--- src/rtl/multicycle_control_unit.sv ---
// Main control FSM for the multicycle MIPS datapath.
// Sequences fetch/decode/execute/memory/write-back and drives all datapath controls.
module multicycle_control_unit (
    input  logic       clk,
    input  logic       rst,
    input  logic [5:0] opcode,
    input  logic       mem_ready,
    output logic       pc_write,
    output logic       pc_write_cond,
    output logic       i_or_d,
    output logic       mem_read,
    output logic       mem_write,
    output logic       mem_to_reg,
    output logic       ir_write,
    output logic       reg_dst,
    output logic       reg_write,
    output logic       alu_src_a,
    output logic [1:0] alu_src_b,
    output logic [1:0] alu_op,
    output logic [1:0] pc_source,
    output logic       illegal_op,
    output logic [3:0] state
);

    typedef enum logic [3:0] {
        S_FETCH    = 4'd0,
        S_DECODE   = 4'd1,
        S_MEMADR   = 4'd2,
        S_MEMRD    = 4'd3,
        S_MEMWB    = 4'd4,
        S_MEMWR    = 4'd5,
        S_EXECUTE  = 4'd6,
        S_ALUWB    = 4'd7,
        S_BRANCH   = 4'd8,
        S_ADDIEXEC = 4'd9,
        S_ADDIWB   = 4'd10,
        S_JUMP     = 4'd11
    } state_t;

    localparam logic [5:0] OP_RTYPE = 6'b000000;
    localparam logic [5:0] OP_LW    = 6'b100011;
    localparam logic [5:0] OP_SW    = 6'b101011;
    localparam logic [5:0] OP_BEQ   = 6'b000100;
    localparam logic [5:0] OP_ADDI  = 6'b001000;
    localparam logic [5:0] OP_J     = 6'b000010;

    localparam logic [1:0] SRCB_REG  = 2'b00;
    localparam logic [1:0] SRCB_FOUR = 2'b01;
    localparam logic [1:0] SRCB_IMM  = 2'b10;
    localparam logic [1:0] SRCB_BOFF = 2'b11;

    localparam logic [1:0] ALUOP_ADD = 2'b00;
    localparam logic [1:0] ALUOP_SUB = 2'b01;
    localparam logic [1:0] ALUOP_FN  = 2'b10;

    localparam logic [1:0] PCSRC_ALU  = 2'b00;
    localparam logic [1:0] PCSRC_OUT  = 2'b01;
    localparam logic [1:0] PCSRC_JUMP = 2'b10;

    state_t r_state;
    state_t w_next;

    logic w_op_rtype;
    logic w_op_lw;
    logic w_op_sw;
    logic w_op_beq;
    logic w_op_addi;
    logic w_op_j;
    logic w_op_mem;
    logic w_op_legal;

    // opcode class decode, consumed only in DECODE and MEMADR
    assign w_op_rtype = (opcode == OP_RTYPE);
    assign w_op_lw    = (opcode == OP_LW);
    assign w_op_sw    = (opcode == OP_SW);
    assign w_op_beq   = (opcode == OP_BEQ);
    assign w_op_addi  = (opcode == OP_ADDI);
    assign w_op_j     = (opcode == OP_J);
    assign w_op_mem   = w_op_lw | w_op_sw;
    assign w_op_legal = w_op_mem | w_op_rtype | w_op_beq
                      | w_op_addi | w_op_j;

    // next-state selection; memory states hold until mem_ready
    always_comb begin
        w_next = S_FETCH;
        case (r_state)
            S_FETCH:    w_next = mem_ready ? S_DECODE : S_FETCH;
            S_DECODE: begin
                if (w_op_mem)
                    w_next = S_MEMADR;
                else if (w_op_rtype)
                    w_next = S_EXECUTE;
                else if (w_op_beq)
                    w_next = S_BRANCH;
                else if (w_op_addi)
                    w_next = S_ADDIEXEC;
                else if (w_op_j)
                    w_next = S_JUMP;
                else
                    w_next = S_FETCH;
            end
            S_MEMADR:   w_next = w_op_lw ? S_MEMRD : S_MEMWR;
            S_MEMRD:    w_next = mem_ready ? S_MEMWB : S_MEMRD;
            S_MEMWB:    w_next = S_FETCH;
            S_MEMWR:    w_next = mem_ready ? S_FETCH : S_MEMWR;
            S_EXECUTE:  w_next = S_ALUWB;
            S_ALUWB:    w_next = S_FETCH;
            S_BRANCH:   w_next = S_FETCH;
            S_ADDIEXEC: w_next = S_ADDIWB;
            S_ADDIWB:   w_next = S_FETCH;
            S_JUMP:     w_next = S_FETCH;
            default:    w_next = S_FETCH;
        endcase
    end

    // state register; reset wins even mid-stall
    always_ff @(posedge clk) begin
        if (rst)
            r_state <= S_FETCH;
        else
            r_state <= w_next;
    end

    // control decode from the state register; the IR/PC write in FETCH
    // and the illegal-opcode flag in DECODE also look at live inputs
    always_comb begin
        pc_write      = 1'b0;
        pc_write_cond = 1'b0;
        i_or_d        = 1'b0;
        mem_read      = 1'b0;
        mem_write     = 1'b0;
        mem_to_reg    = 1'b0;
        ir_write      = 1'b0;
        reg_dst       = 1'b0;
        reg_write     = 1'b0;
        alu_src_a     = 1'b0;
        alu_src_b     = SRCB_REG;
        alu_op        = ALUOP_ADD;
        pc_source     = PCSRC_ALU;
        illegal_op    = 1'b0;
        if (!rst) begin
            case (r_state)
                S_FETCH: begin
                    mem_read  = 1'b1;
                    alu_src_b = SRCB_FOUR;
                    ir_write  = mem_ready;
                    pc_write  = mem_ready;
                end
                S_DECODE: begin
                    alu_src_b  = SRCB_BOFF;
                    illegal_op = ~w_op_legal;
                end
                S_MEMADR: begin
                    alu_src_a = 1'b1;
                    alu_src_b = SRCB_IMM;
                end
                S_MEMRD: begin
                    mem_read = 1'b1;
                    i_or_d   = 1'b1;
                end
                S_MEMWB: begin
                    mem_to_reg = 1'b1;
                    reg_write  = 1'b1;
                end
                S_MEMWR: begin
                    mem_write = 1'b1;
                    i_or_d    = 1'b1;
                end
                S_EXECUTE: begin
                    alu_src_a = 1'b1;
                    alu_op    = ALUOP_FN;
                end
                S_ALUWB: begin
                    reg_dst   = 1'b1;
                    reg_write = 1'b1;
                end
                S_BRANCH: begin
                    alu_src_a     = 1'b1;
                    alu_op        = ALUOP_SUB;
                    pc_write_cond = 1'b1;
                    pc_source     = PCSRC_OUT;
                end
                S_ADDIEXEC: begin
                    alu_src_a = 1'b1;
                    alu_src_b = SRCB_IMM;
                end
                S_ADDIWB: begin
                    reg_write = 1'b1;
                end
                S_JUMP: begin
                    pc_write  = 1'b1;
                    pc_source = PCSRC_JUMP;
                end
                default: begin
                    pc_write = 1'b0;
                end
            endcase
        end
    end

    // debug view of the state, blanked while in reset
    assign state = rst ? 4'd0 : r_state;

endmodule

--- config.mk ---
export PLATFORM = sky130hd
export DESIGN_NAME = multicycle_control_unit
export DESIGN_NICKNAME = d
export VERILOG_FILES = /design/src/rtl/multicycle_control_unit.sv
export SDC_FILE = /design/constraint.sdc
export NUM_CORES = 1
export LEC_CHECK = 0
export BUFFER_PORTS_ARGS = -buffer_cell sky130_fd_sc_hd__buf_2
export CORE_AREA = 3 3 40 42
export DETAILED_ROUTE_END_ITERATION = 6
export DIE_AREA = 0 0 43 45
export GPL_TIMING_DRIVEN = 0
export PLACE_DENSITY = 0.76
export SKIP_CTS_REPAIR_TIMING = 1
export SLEW_MARGIN = 20
export SYNTH_ARGS = -nofsm -noshare
export SYNTH_HDL_FRONTEND = slang
export SYNTH_SLANG_ARGS = --single-unit
--- constraint.sdc ---
create_clock -name clk -period 3.7 [get_ports clk]
set_input_delay 0.74 -clock clk [delete_from_list [all_inputs] [get_ports clk]]
set_output_delay 0.74 -clock clk [all_outputs]
set_load 0.02 [all_outputs]
After elaboration in Yosys (flattened, before gate mapping). Cells that the tools add are included.

$add $sub $neg: 0. Multiply operators: 0. Divide/modulo/power cells: 0. Order comparisons: 0. Eq/ne operators: 16. Shift-type cells: 0. Mux-type cells: 39. Bitwise operators: 6. Reductions and logical operators: 7.

Operator list (count): $pmux 4 s7 (1); $mux 4 (6); $mux 1 (22); $eq 4x3->1 const B (4); $eq 4x4->1 const B (4); $eq 6x6->1 const B (2); $mux 3 (3); $eq 4x2->1 const B (2); $pmux 2 s2 (2); $eq 6x2->1 const B (1); $eq 6x3->1 const B (1); $eq 6x4->1 const B (1); $logic_not 6->1 (1); $mux 2 (3); $pmux 2 s3 (1); $reduce_or 2->1 (3); $or 1x1->1 (5); $eq 4x1->1 const B (1); $logic_not 4->1 (1); $reduce_or 4->1 (1); $reduce_or 3->1 (1); $pmux 1 s2 (1); $not 1->1 (1).

Bits in registers: 4. Bits in latches: 0. RAM bits: 0. ROM bits: 0. Output and inout port bits: 21. Memories kept: 0.

Longest topological paths before layout.
Depth in word-level cells: 9. Depth in mapped cells: 6.

Least setup slack after synthesis. No wires, ideal clock.

Path kind: input -> output. Start point: in rst. End point: out pc_source[0]. Arrival time: 1963 ps. Data required time: 2960 ps. Path slack: 997 ps. Cell stages on the path: 3. Path through: clkbuf_1 nor4_1 buf_4.

Cells in the longest elaborated chain, start to end: 1.

RTL lines: from (decl) (RTL line 5) `input logic rst,`; $mux 2 (RTL line 141) `if (!rst) begin`; to (decl) (RTL line 20) `output logic [1:0] pc_source,`.

No other way between the ends.

Final worst setup path.
Start point: in rst. End point: out illegal_op.

Cells in the longest elaborated chain, start to end: 1.

RTL lines: $mux 1 (RTL line 141); to (decl) (RTL line 21) `output logic illegal_op,`.

No other way between the ends.

==> results.md <==
- Drt drc: 0
- Overall routing resource usage: 0.168
- Final WL: 1600 um
- Sequential share of the synthesized area: 0.141
- Biggest register: r_state
- Max VDD drop: 0.113 mV
- GR Util met3: 0.0518
- FMAX: 393 MHz
- Worst r2r path cells: 5
- Max-slew violations: 0
- Biggest regs: r_state (4)
- Highest-count cells in the layout ignoring fill and taps: buf_2 (35), nor2_1 (14), nor3_1 (8)
- Cell taking the most area after synthesis: dfxtp_1
- Critical Path RT: 2960 ps
- Pin count of the biggest net entering global routing: 11
- Clk_lat worst skew: 230 ps
- Least-Margin Pin Slew: 411 ps
- Port buffer count: 29
- Final hold vios: 0
- DP Area: 731 um^2
- Initial core utilization: 0.441
- CTS tree: built
- Syn nets: 91
- RSZ-0062 raised after global routing: no
- Die width: 43 um
- Syn avg cell area: 6.91 um^2
- Antenna violations before repair: 0
- Skew final: 3.25 ps
- TritonRoute pass-1 iters: 5
- CP max FO: 8
- Fill cells: 137
- Synth warnings: 0
- Library cells used by synthesis: 34
- Worst Hold Depth: 2
- DP HPWL: 1160 um
- Multi-input gate area: 434 um^2
- # clock sinks: 4
- GRT met2 Usage: 0.278
- CTS buffer count: 3
- Tcrit/Tclk final: 0.688
- GPL Wtd Cong: 0.779
- Hold slack: 561 ps
- Die Y-Extent: 45 um
- ANT cells: 0
- Root Driver: clkbuf_4
- Power Density: 192 mW/mm^2
- Slew Limit Headroom: 0.726
- Type of origin of the critical path: primary input
- DR vias: 714
- CP arrival: 1810 ps
- Routed Antenna Nets: 0
- Status: complete, no violations
- Average routed wire per standard cell: 12.4 um
- Setup violators final: 0
- Remaining global-route overflow: 0
- Commonest non-fill, non-tap cell in the layout: buf_2
- Leakage: 0.000374 uW
- Yosys reg bits: 4
- Final critical-path required period: 2550 ps
- Vias in the first global route: 558
- CTS max path bufs: 2
- # nets final: 125
- Mapped Cells: 82
- CP Class: primary input to output port
- Top-area cell type share of the netlist area: 0.141
- Max-Cap Viols: 0
- H-tree Lvls: 1
- Std cell rows: 13
- Worst-path clk slew: 40 ps
- Die area: 0.00194 mm^2
- Max reg flops: 4
- Critical path endpoint category: output port
- Met1 usage: 0.216
- Area delta synth->final: 32.9%
- Vias per Instance: 5.53
- I/O pins: 30
- Share of layout cells above drive strength 1: 0.386
- Global routing's busiest layer: met2
- DR iter-0 viols: 22
- Core box area: 0.00128 mm^2
- Post-route cell area: 753 um^2
- Synth area leaders: dfxtp_1 (14%), nor2_1 (9.3%), nor3_1 (7.1%)
- Setup TNS: 0 ps
- FF/Latch Area: 80.1 um^2
- Type of the worst min-delay path: flop to flop
- First-pass GRT wire length: 2520 um
- Synth Cell Area: 567 um^2
-- cell usage after synthesis --
| library cell | instances |
|---|---|
| and3_1 | 1 |
| a31oi_1 | 1 |
| a21oi_1 | 1 |
| nor3_2 | 1 |
| buf_6 | 1 |
| nor4_1 | 6 |
| nand2_1 | 3 |
| mux2i_1 | 1 |
| nor2_1 | 14 |
| nand3_1 | 2 |
| xor2_1 | 2 |
| nor4b_2 | 1 |
| nand2b_1 | 4 |
| a22oi_1 | 1 |
| or3_1 | 1 |
| o22ai_1 | 2 |
| o21ai_0 | 2 |
| dfxtp_1 | 4 |
| buf_2 | 6 |
| nor3_1 | 8 |
| nand2b_4 | 1 |
| o2bb2ai_1 | 1 |
| and2b_1 | 3 |
| nor4_2 | 1 |
| o211a_1 | 1 |
| o311ai_0 | 1 |
| a2bb2oi_1 | 1 |
| o31ai_1 | 1 |
| o22a_1 | 1 |
| clkbuf_1 | 1 |
| buf_4 | 1 |
| nor4b_1 | 1 |
| nor2b_1 | 5 |
| a32o_1 | 1 |
-- power by group --
part           internal, uW  leakage (uW)  total [uW]  switching, uW
logic                  17.8      0.000328        46.5           28.7
clock network          36.2     0.0000138        53.0           16.8
registers              44.4     0.0000325        45.4           1.06
total                  98.4      0.000374         145           46.5
-- area by class of cell --
class,instances,area share
multi-input combinational,69,0.576
timing repair buffer,29,0.193
sequential,4,0.106
buffer,9,0.0698
clock buffer,3,0.0299
tap,15,0.0249
-- metal layers --
layer	vias up	share of wire
li1	362	-
met1	319	0.44
met2	31	0.46
met3	2	0.087
met4	0	0.0050
met5	-	0
-- cells by family after synthesis --
kind of cell,Yosys count,synth area share
simple gates,52,0.534
compound gates,14,0.183
buf+inv,9,0.0927
flops,4,0.141
xor+xnor,2,0.0309
mux,1,0.0177
-- critical path, stage by stage --
cell,delay (ps)
buf_2,140
or3_1,330
buf_6,150
nor4_2,250
buf_2,200
-- path summary, 6_finish.rpt --
path | startpoint | to | slack, ps
min reg2reg | r_state[0]$_SDFF_PP0_ | r_state[3]$_SDFF_PP0_ | 560
max reg2reg | r_state[3]$_SDFF_PP0_ | r_state[1]$_SDFF_PP0_ | 2450
max | rst | illegal_op | 1150
min | r_state[0]$_SDFF_PP0_ | r_state[3]$_SDFF_PP0_ | 560
-- through the flow --
step | worst slack (ps) | cells | power [uW] | utilization
global placement | 1160 | 126 | 91.5 | 0.569
global route | 1050 | 129 | 156 | 0.586
floorplan | 997 | 82 | 75.0 | -
CTS | 1150 | 129 | 147 | 0.586
detailed placement | 1150 | 126 | 92.2 | 0.569
finish | 1150 | 129 | 145 | 0.586
(Power assumes the default switching activity.)
